[config.mk]
export PLATFORM = sky130hd
export DESIGN_NAME = bp_cce_mmio_cfg_loader_mc
export DESIGN_NICKNAME = d
export VERILOG_FILES = /design/src/rtl/bp_cce_mmio_cfg_loader_mc.sv
export SDC_FILE = /design/constraint.sdc
export NUM_CORES = 1
export LEC_CHECK = 0
export ABC_AREA = 1
export CAP_MARGIN = 20
export CORE_AREA = 5 5 183 185
export CTS_CLUSTER_SIZE = 40
export DETAILED_ROUTE_END_ITERATION = 10
export DIE_AREA = 0 0 188 190
export PLACE_DENSITY = 0.64
export RECOVER_POWER = 50
export SLEW_MARGIN = 0
export SYNTH_ARGS = -nofsm -noshare
export SYNTH_HDL_FRONTEND = slang
export SYNTH_SLANG_ARGS = --single-unit
[constraint.sdc]
create_clock -name clk_i -period 10.8 [get_ports clk_i]
set_input_delay 2.16 -clock clk_i [delete_from_list [all_inputs] [get_ports clk_i]]
set_output_delay 2.16 -clock clk_i [all_outputs]
set_load 0.005 [all_outputs]
[src/rtl/bp_cce_mmio_cfg_loader_mc.sv]
// bp_cce_mmio_cfg_loader_mc: boot config master (clk_i/reset_i, ucode ROM port, io_cmd_* commands, io_resp_* responses, done/error status)
module bp_cce_mmio_cfg_loader_mc #(
   parameter int num_core_p = 2,
   parameter int core_id_width_p = 1,
   parameter int cfg_addr_width_p = 16,
   parameter int dword_width_p = 64,
   parameter int ucode_els_p = 256,
   parameter int ucode_width_p = 48,
   parameter int max_credits_p = 4,
   parameter logic [cfg_addr_width_p-1:0] ucode_base_p = 16'h8000,
   parameter logic [cfg_addr_width_p-1:0] reg_reset_p = 16'h0001,
   parameter logic [cfg_addr_width_p-1:0] reg_freeze_p = 16'h0002,
   parameter logic [cfg_addr_width_p-1:0] reg_cce_mode_p = 16'h0006,
   parameter logic [cfg_addr_width_p-1:0] reg_npc_p = 16'h0010,
   parameter logic [dword_width_p-1:0] cce_normal_p = 1,
   parameter logic [38:0] entry_pc_p = 39'h00_8000_0000,
   parameter logic [38:0] pc_stride_p = 39'h0,
   parameter bit verify_p = 1,
   parameter int sync_cycles_p = 256,
   parameter bit skip_ram_init_p = 0,
   localparam int idx_width_lp = (ucode_els_p > 1) ? $clog2(ucode_els_p) : 1
) (
   input  logic                        clk_i,
   input  logic                        reset_i,
   output logic [idx_width_lp-1:0]     ucode_addr_o,
   input  logic [ucode_width_p-1:0]    ucode_data_i,
   output logic                        io_cmd_v_o,
   output logic                        io_cmd_we_o,
   output logic [core_id_width_p-1:0]  io_cmd_core_o,
   output logic [cfg_addr_width_p-1:0] io_cmd_addr_o,
   output logic [dword_width_p-1:0]    io_cmd_data_o,
   input  logic                        io_cmd_yumi_i,
   input  logic                        io_resp_v_i,
   input  logic                        io_resp_we_i,
   input  logic [dword_width_p-1:0]    io_resp_data_i,
   output logic                        io_resp_ready_o,
   output logic                        done_o,
   output logic                        error_o,
   output logic [core_id_width_p-1:0]  err_core_o,
   output logic [idx_width_lp-1:0]     err_addr_o
);
   localparam logic [3:0] s_reset = 4'd0, s_reset_set = 4'd1, s_freeze_set = 4'd2, s_reset_clr = 4'd3,
                          s_send_ucode = 4'd4, s_verify = 4'd5, s_drain_v = 4'd6, s_cce_normal = 4'd7,
                          s_sync = 4'd8, s_send_pc = 4'd9, s_freeze_clr = 4'd10, s_drain = 4'd11,
                          s_done = 4'd12, s_err_halt = 4'd13;
   localparam int cred_w = $clog2(max_credits_p + 1);
   localparam int sync_w = (sync_cycles_p > 0) ? $clog2(sync_cycles_p + 1) : 1;
   localparam int ptr_w = (max_credits_p > 1) ? $clog2(max_credits_p) : 1;

   logic [3:0] state_r, state_n;
   logic [core_id_width_p-1:0] core_r;
   logic [idx_width_lp-1:0] idx_r;
   logic [sync_w-1:0] sync_r;
   logic [cred_w-1:0] cred_r, fcnt_r;
   logic [ptr_w-1:0] wptr_r, rptr_r;
   logic [core_id_width_p-1:0] fc_r [max_credits_p];
   logic [idx_width_lp-1:0] fi_r [max_credits_p];
   logic [ucode_width_p-1:0] fd_r [max_credits_p];
   logic per_core, loop, acc, resp_ok, push, pop, mismatch;
   logic last_core, last_idx, adv_core, phase_end, sync_done;
   logic [38:0] pc;
   logic unused_data;

   assign per_core = state_r inside {s_reset_set, s_freeze_set, s_reset_clr, s_cce_normal, s_send_pc, s_freeze_clr};
   assign loop = state_r inside {s_send_ucode, s_verify};
   assign io_cmd_v_o = (per_core | loop) & (cred_r < cred_w'(max_credits_p));
   assign acc = io_cmd_v_o & io_cmd_yumi_i;
   assign resp_ok = io_resp_v_i & (cred_r != '0);
   assign push = acc & (state_r == s_verify);
   assign pop = resp_ok & ~io_resp_we_i & (fcnt_r != '0);
   assign mismatch = pop & (io_resp_data_i[ucode_width_p-1:0] != fd_r[rptr_r]);
   assign last_core = core_r == core_id_width_p'(num_core_p - 1);
   assign last_idx = idx_r == idx_width_lp'(ucode_els_p - 1);
   assign adv_core = acc & (per_core | (loop & last_idx));
   assign phase_end = adv_core & last_core;
   assign sync_done = (state_r == s_sync) & (32'(sync_r) + 32'd1 >= 32'(sync_cycles_p));
   assign pc = entry_pc_p + 39'(core_r) * pc_stride_p;
   assign unused_data = &{1'b0, io_resp_data_i};

   assign ucode_addr_o = idx_r;
   assign io_resp_ready_o = 1'b1;
   assign done_o = state_r == s_done;
   assign io_cmd_we_o = state_r != s_verify;
   assign io_cmd_core_o = core_r;
   assign io_cmd_addr_o = (state_r == s_reset_set || state_r == s_reset_clr) ? reg_reset_p
                        : (state_r == s_freeze_set || state_r == s_freeze_clr) ? reg_freeze_p
                        : (state_r == s_cce_normal) ? reg_cce_mode_p
                        : (state_r == s_send_pc) ? reg_npc_p
                        : ucode_base_p + cfg_addr_width_p'(idx_r);
   assign io_cmd_data_o = (state_r == s_reset_set || state_r == s_freeze_set) ? dword_width_p'(1)
                        : (state_r == s_send_ucode) ? dword_width_p'(ucode_data_i)
                        : (state_r == s_cce_normal) ? cce_normal_p
                        : (state_r == s_send_pc) ? dword_width_p'(pc)
                        : '0;

   always_comb begin
      state_n = state_r;
      case (state_r)
         s_reset:      state_n = skip_ram_init_p ? s_freeze_clr : s_reset_set;
         s_reset_set:  state_n = phase_end ? s_freeze_set : state_r;
         s_freeze_set: state_n = phase_end ? s_reset_clr : state_r;
         s_reset_clr:  state_n = phase_end ? s_send_ucode : state_r;
         s_send_ucode: state_n = phase_end ? (verify_p ? s_verify : s_cce_normal) : state_r;
         s_verify:     state_n = phase_end ? s_drain_v : state_r;
         s_drain_v:    state_n = (cred_r == '0 && fcnt_r == '0) ? (error_o ? s_err_halt : s_cce_normal) : state_r;
         s_cce_normal: state_n = phase_end ? s_sync : state_r;
         s_sync:       state_n = sync_done ? s_send_pc : state_r;
         s_send_pc:    state_n = phase_end ? s_freeze_clr : state_r;
         s_freeze_clr: state_n = phase_end ? s_drain : state_r;
         s_drain:      state_n = (cred_r == '0) ? s_done : state_r;
         default:      state_n = state_r;
      endcase
   end

   always_ff @(posedge clk_i) begin
      if (reset_i) begin
         state_r <= s_reset;
         core_r <= '0;
         idx_r <= '0;
         sync_r <= '0;
         cred_r <= '0;
         fcnt_r <= '0;
         wptr_r <= '0;
         rptr_r <= '0;
         error_o <= 1'b0;
         err_core_o <= '0;
         err_addr_o <= '0;
      end else begin
         state_r <= state_n;
         cred_r <= cred_r + cred_w'(acc) - cred_w'(resp_ok);
         fcnt_r <= fcnt_r + cred_w'(push) - cred_w'(pop);
         sync_r <= (state_r == s_sync && !sync_done) ? sync_r + 1'b1 : '0;
         if (adv_core) core_r <= last_core ? '0 : core_r + 1'b1;
         if (acc & loop) idx_r <= last_idx ? '0 : idx_r + 1'b1;
         if (push) begin
            fc_r[wptr_r] <= core_r;
            fi_r[wptr_r] <= idx_r;
            fd_r[wptr_r] <= ucode_data_i;
            wptr_r <= (wptr_r == ptr_w'(max_credits_p - 1)) ? '0 : wptr_r + 1'b1;
         end
         if (pop) rptr_r <= (rptr_r == ptr_w'(max_credits_p - 1)) ? '0 : rptr_r + 1'b1;
         if (mismatch & ~error_o) begin
            error_o <= 1'b1;
            err_core_o <= fc_r[rptr_r];
            err_addr_o <= fi_r[rptr_r];
         end
      end
   end
endmodule

Word level (Yosys, flattened, before mapping). Memory sizes are Yosys's and may differ from the RTL's. A register that Yosys moved wholly into a read port is not among the register bits. Cells that the tools add are included.

Bits in registers: 33. Memories: 3. Memory bits (writable): 228. Output and inout bits: 103. Word-level logic and storage cells: 117. Input port bits: 117.

Mux-type cells: 30. $lt $le $gt $ge: 2. Bitwise gates (word level): 18. Eq/ne operators: 28. Reduce and logical (&&, ||, !) cells: 16. Add/subtract/negate cells: 11.

Memory list: fd_r (words 4, width 48, rd ports 1, clocked after Yosys merged registers in 1, write ports 1, RTL line 58) `logic [ucode_width_p-1:0] fd_r [max_credits_p];`; fi_r (words 4, width 8, rd ports 1, clocked after Yosys merged registers in 1, write ports 1, RTL line 57) `logic [idx_width_lp-1:0] fi_r [max_credits_p];`; fc_r (words 4, width 1, rd ports 1, clocked after Yosys merged registers in 1, write ports 1, RTL line 56) `logic [core_id_width_p-1:0] fc_r [max_credits_p];`.

Operator list (count): 48-bit two-way mux (2); 16-bit two-way mux (4); 32-bit two-way mux (2); 4-bit two-way mux (12); 48-bit inequality test (1); 4-bit case mux with 12 select lines (1); 2-bit inequality test, second input constant (11); 4-bit == test, second input constant (5); 16-bit by 8-bit adder with 16-bit output, first input constant (1); 4-bit by 3-bit == test with 1-bit output, second input constant (4); 1-bit bitwise AND (13); 12-bit AND reduction (1); 12-bit nonzero test (1); 9-bit by 1-bit adder with 10-bit output, second input constant (1); 10-bit by 9-bit greater-or-equal comparator with 1-bit output, second input constant (1); 9-bit by 1-bit adder with 9-bit output, second input constant (1); 8-bit by 1-bit adder with 8-bit output, second input constant (1); 4-bit by 2-bit == test with 1-bit output, second input constant (2); 8-bit == test, second input constant (1); 2-bit two-way mux (4); 8-bit two-way mux (1); 3-bit by 1-bit adder with 3-bit output (2); 3-bit logical NOT (2); 3-bit nonzero test (2); other kinds (17) (29).

Depth between registers and ports, before layout.
Depth after elaboration: 9. Gate-level depth with buffers: 18. Depth with buffers taken out: 18.

Worst setup path after synthesis. OpenSTA, ideal clock, no wires.

Path type: in2reg. From: input reset_i. To: memory fc_r[0], enable pin. Data arrival time: 5.192 ns. Data required time: 10.328 ns. Library setup time: 0.472 ns. Buffers on the path: 2. Cell stages on the path: 5. Slack: 5.136 ns. Cells stage by stage: clkbuf_1 -> inv_1 -> buf_1 -> nand2_1 -> nor2_1.

Cells in the longest elaborated chain, start to end: 2.

RTL lines: start: declaration (RTL line 24) `input logic reset_i,`; 1-bit two-way mux (RTL line 116) `if (reset_i) begin`; 1-bit two-way mux (implied by the code) (RTL line 136) `fc_r[wptr_r] <= core_r;`; end: declaration (RTL line 56).

No other way between the ends.

Worst setup path in the final report.
From: input ucode_data_i[42]. To: output io_cmd_data_o[42].

Cells in the longest elaborated chain, start to end: 2.

RTL lines: start: declaration (RTL line 26) `input logic [ucode_width_p-1:0] ucode_data_i,`; 48-bit two-way mux (RTL line 91) `: (state_r == s_send_ucode) ? dword_width_p'(ucode_data_i)`; 48-bit two-way mux (RTL line 90) `assign io_cmd_data_o = (state_r == s_reset_set || state_r == s_freeze_set) ? dword_width_p'(1)`; end: declaration (RTL line 31) `output logic [dword_width_p-1:0] io_cmd_data_o,`.

No other way between the ends.

==> metrics.csv <==
metric;value;unit
status;completed;
Finish-stage setup viols;0;
final wirelength;29780;um
CP Max Fanout;5;
HP Class;reg2reg;
Critical Path AT;3580;ps
initial antenna violation count;4;
Ports;220;
CTS Hold Bufs;0;
total area of sequential cells;7732;sq um
I/O Buffers;179;
via count;9174;
Synth Area in Adders;1.832;%
Detail Placement HPWL;18540;um
Leak Pwr;6.274;nW
chip width;188;um
Pwr Total;2.410;mW
H-tree depth;1;
Slew Limit Fails;0;
post-synthesis sequential area ratio;62.16;%
post-CTS sizing;0;
Synth Cell Area;12430;sq um
share of layout cells above drive strength 1;4.224;%
busiest grt layer;met2;
Longest Clk Path Bufs;3;
Worst slew margin;29.01;%
CP Class;in2out;
Pre-Repair DR Iteration Count;7;
Simple-Gate Fraction of Synth Area;24.49;%
slew at the pin closest to its max-slew limit;1065;ps
area of the multi-input gates;3805;sq um
Die Height;190;um
Setup TNS;0;ps
Fin. Hold Viols;0;
Yosys cell types;36;
Routed Antenna Nets;0;
M3 GR Usage;2.734;%
global-route wire length before repair;46080;um
fill cell count;2912;
Post-Synthesis Cells;1319;
met1 Resource Use GR;20.34;%
synthesis-to-finish area growth;23.68;%
full die area;35720;sq um
drc violations;0;
Core Rows;66;
Crit. End Element;output pin;
vias per cell;4.761;
Data required, critical path;8640;ps
met2 Resource Use GR;28.31;%
Hold Path Stages;1;
Top FF cell, synth;edfxtp_1;
Starting DRT DRC Count;437;
Starting Density;39.00;%
largest family of logic cells by synthesized area;simple AND/OR/NAND/NOR gates;
CTS tree;built;
vias in the first global route;8756;
CP Launch Type;input pin;
Worst-Skew Late Latency;540;ps
WL per Instance;15.46;um
largest net degree at the start of global routing;97;
Worst-path clk slew;60;ps
fmax;0.1743;GHz
flop-to-flop setup slack;6750;ps
fin nets;1627;
routability congestion estimate;0.8344;
standard cell core area;31880;sq um
number of flops mapped to enable cells by yosys;228;
Synthesis Warnings;0;
CTS Sinks;272;
unrepaired setup endpoints after global routing;false;
gr ovfl total;0;
GRT Overall Usage;16.00;%
Async SR Flop Fraction;0;%
max-cap violations;0;
post-synthesis mux area share;0;%
Tmin final;5737;ps
#FFs+latches synth;272;
Final Skew;11.05;ps
Setup Buffers After CTS;0;
XOR/XNOR Fraction of Synth Area;0.2114;%
pwr dens;156.7;nW/um^2
Synth Area per Inst;9.424;sq um
CTS buffer count;28;
Max IR drop VDD;0.1227;mV
complex-gate fraction of the synthesized area;3.221;%
fin crit share;53.12;%
r2r worst-path depth;12;
Root Driver;clkbuf_16;
-- worst max-delay path, stage by stage --
cell and delay [ps]:
dlygate4sd3_1 610, inv_1 60, nor2_1 190, clkdlybuf4s50_1 550
-- Yosys cell counts, types with 2 or more instances --
master / n / area share [%]
a21oi_1: 24 / 0.97
a31oi_1: 2 / 0.10
buf_1: 4 / 0.12
buf_2: 20 / 0.81
buf_4: 26 / 1.6
buf_6: 6 / 0.54
clkbuf_1: 11 / 0.33
conb_1: 2 / 0.060
dfxtp_1: 44 / 7.1
edfxtp_1: 228 / 55
fa_1: 2 / 0.32
ha_1: 15 / 1.5
inv_1: 148 / 4.5
inv_2: 5 / 0.15
nand2_1: 402 / 12
nand2_2: 2 / 0.10
nand3_1: 148 / 6.0
nand3_2: 2 / 0.16
nand3b_1: 14 / 0.85
nor2_1: 141 / 4.3
nor3_1: 13 / 0.52
nor3b_1: 3 / 0.18
o21ai_0: 34 / 1.4
o22ai_1: 9 / 0.45
xor2_1: 3 / 0.21
-- sequential cells by signal, indices dropped and copies added, names as in the netlist, 4 cells and up, named ones only --
signal / cells
err_addr_o: 8
fc_r: 4
fd_r: 192
fi_r: 32
state_r: 4
sync_r: 9
ucode_addr_o: 8
-- path summary, 6_finish.rpt --
path / end / startpoint
max: io_cmd_data_o[42] / ucode_data_i[42]
min: sync_r[0] / sync_r[0]
max reg2reg: fd_r[3][37] / state_r[3]
min reg2reg: sync_r[0] / sync_r[0]
-- metrics by stage --
stage | hold WS [ps] | area (sq um) | utilization [%] | worst slack (ps) | instances
after floorplan | 417.5 | 12520 | - | 5136 | 1342
after global placement | 430.7 | 14510 | 45.51 | 5067 | 1871
after detailed placement | 446.8 | 14510 | 45.51 | 5082 | 1871
after CTS | 457.0 | 15380 | 48.27 | 5143 | 1923
after global routing | 485.1 | 15370 | 48.23 | 5009 | 1927
final | 448.6 | 15370 | 48.23 | 5063 | 1927
-- cell type report --
class,count,area share (%)
repair buffers,188,12.09
clock inverters,19,1.034
clock buffers,33,4.679
diodes,4,0.06510
inverters,154,3.768
flip-flops and latches,272,50.29
multi-input cells,849,24.75
well taps,408,3.320
-- power breakdown --
part | switching (mW) | internal, mW | total [mW]
combinational | 0.178 | 0.149 | 0.327
clock | 0.392 | 0.525 | 0.917
sequential | 0.0160 | 1.15 | 1.17
total | 0.586 | 1.82 | 2.41
-- cell usage in the layout, fill, tap and decap left out, types with 3 or more instances in the layout --
master,n
buf_4,9
dlygate4sd3_1,70
nand3_1,150
ha_1,15
clkinv_1,9
o22ai_1,9
a21oi_1,24
inv_2,4
edfxtp_1,228
clkinv_2,5
nand2_1,403
nor3_1,13
conb_1,25
diode_2,4
inv_1,148
clkbuf_1,5
xor2_1,3
nand3b_1,14
clkdlybuf4s50_1,109
nor2_4,4
dfxtp_1,42
nor3b_1,3
clkbuf_16,28
o21ai_0,34
nor2_1,137
-- layer usage --
layer / wire length (um) / vias up
met5: 0 / -
met4: 591 / 0
met3: 1699 / 47
met2: 14580 / 261
met1: 12910 / 4245
li1: - / 4621
-- cells by family after synthesis --
logic type | count (synthesis)
xor gates and xnor gates | 3
DFF | 272
adders and majority gates | 17
other | 2
and+or+nand+nor | 730
buffers and inverters | 221
AOI/OAI and AO/OA | 74
Power figures use the tool's default switching activity.
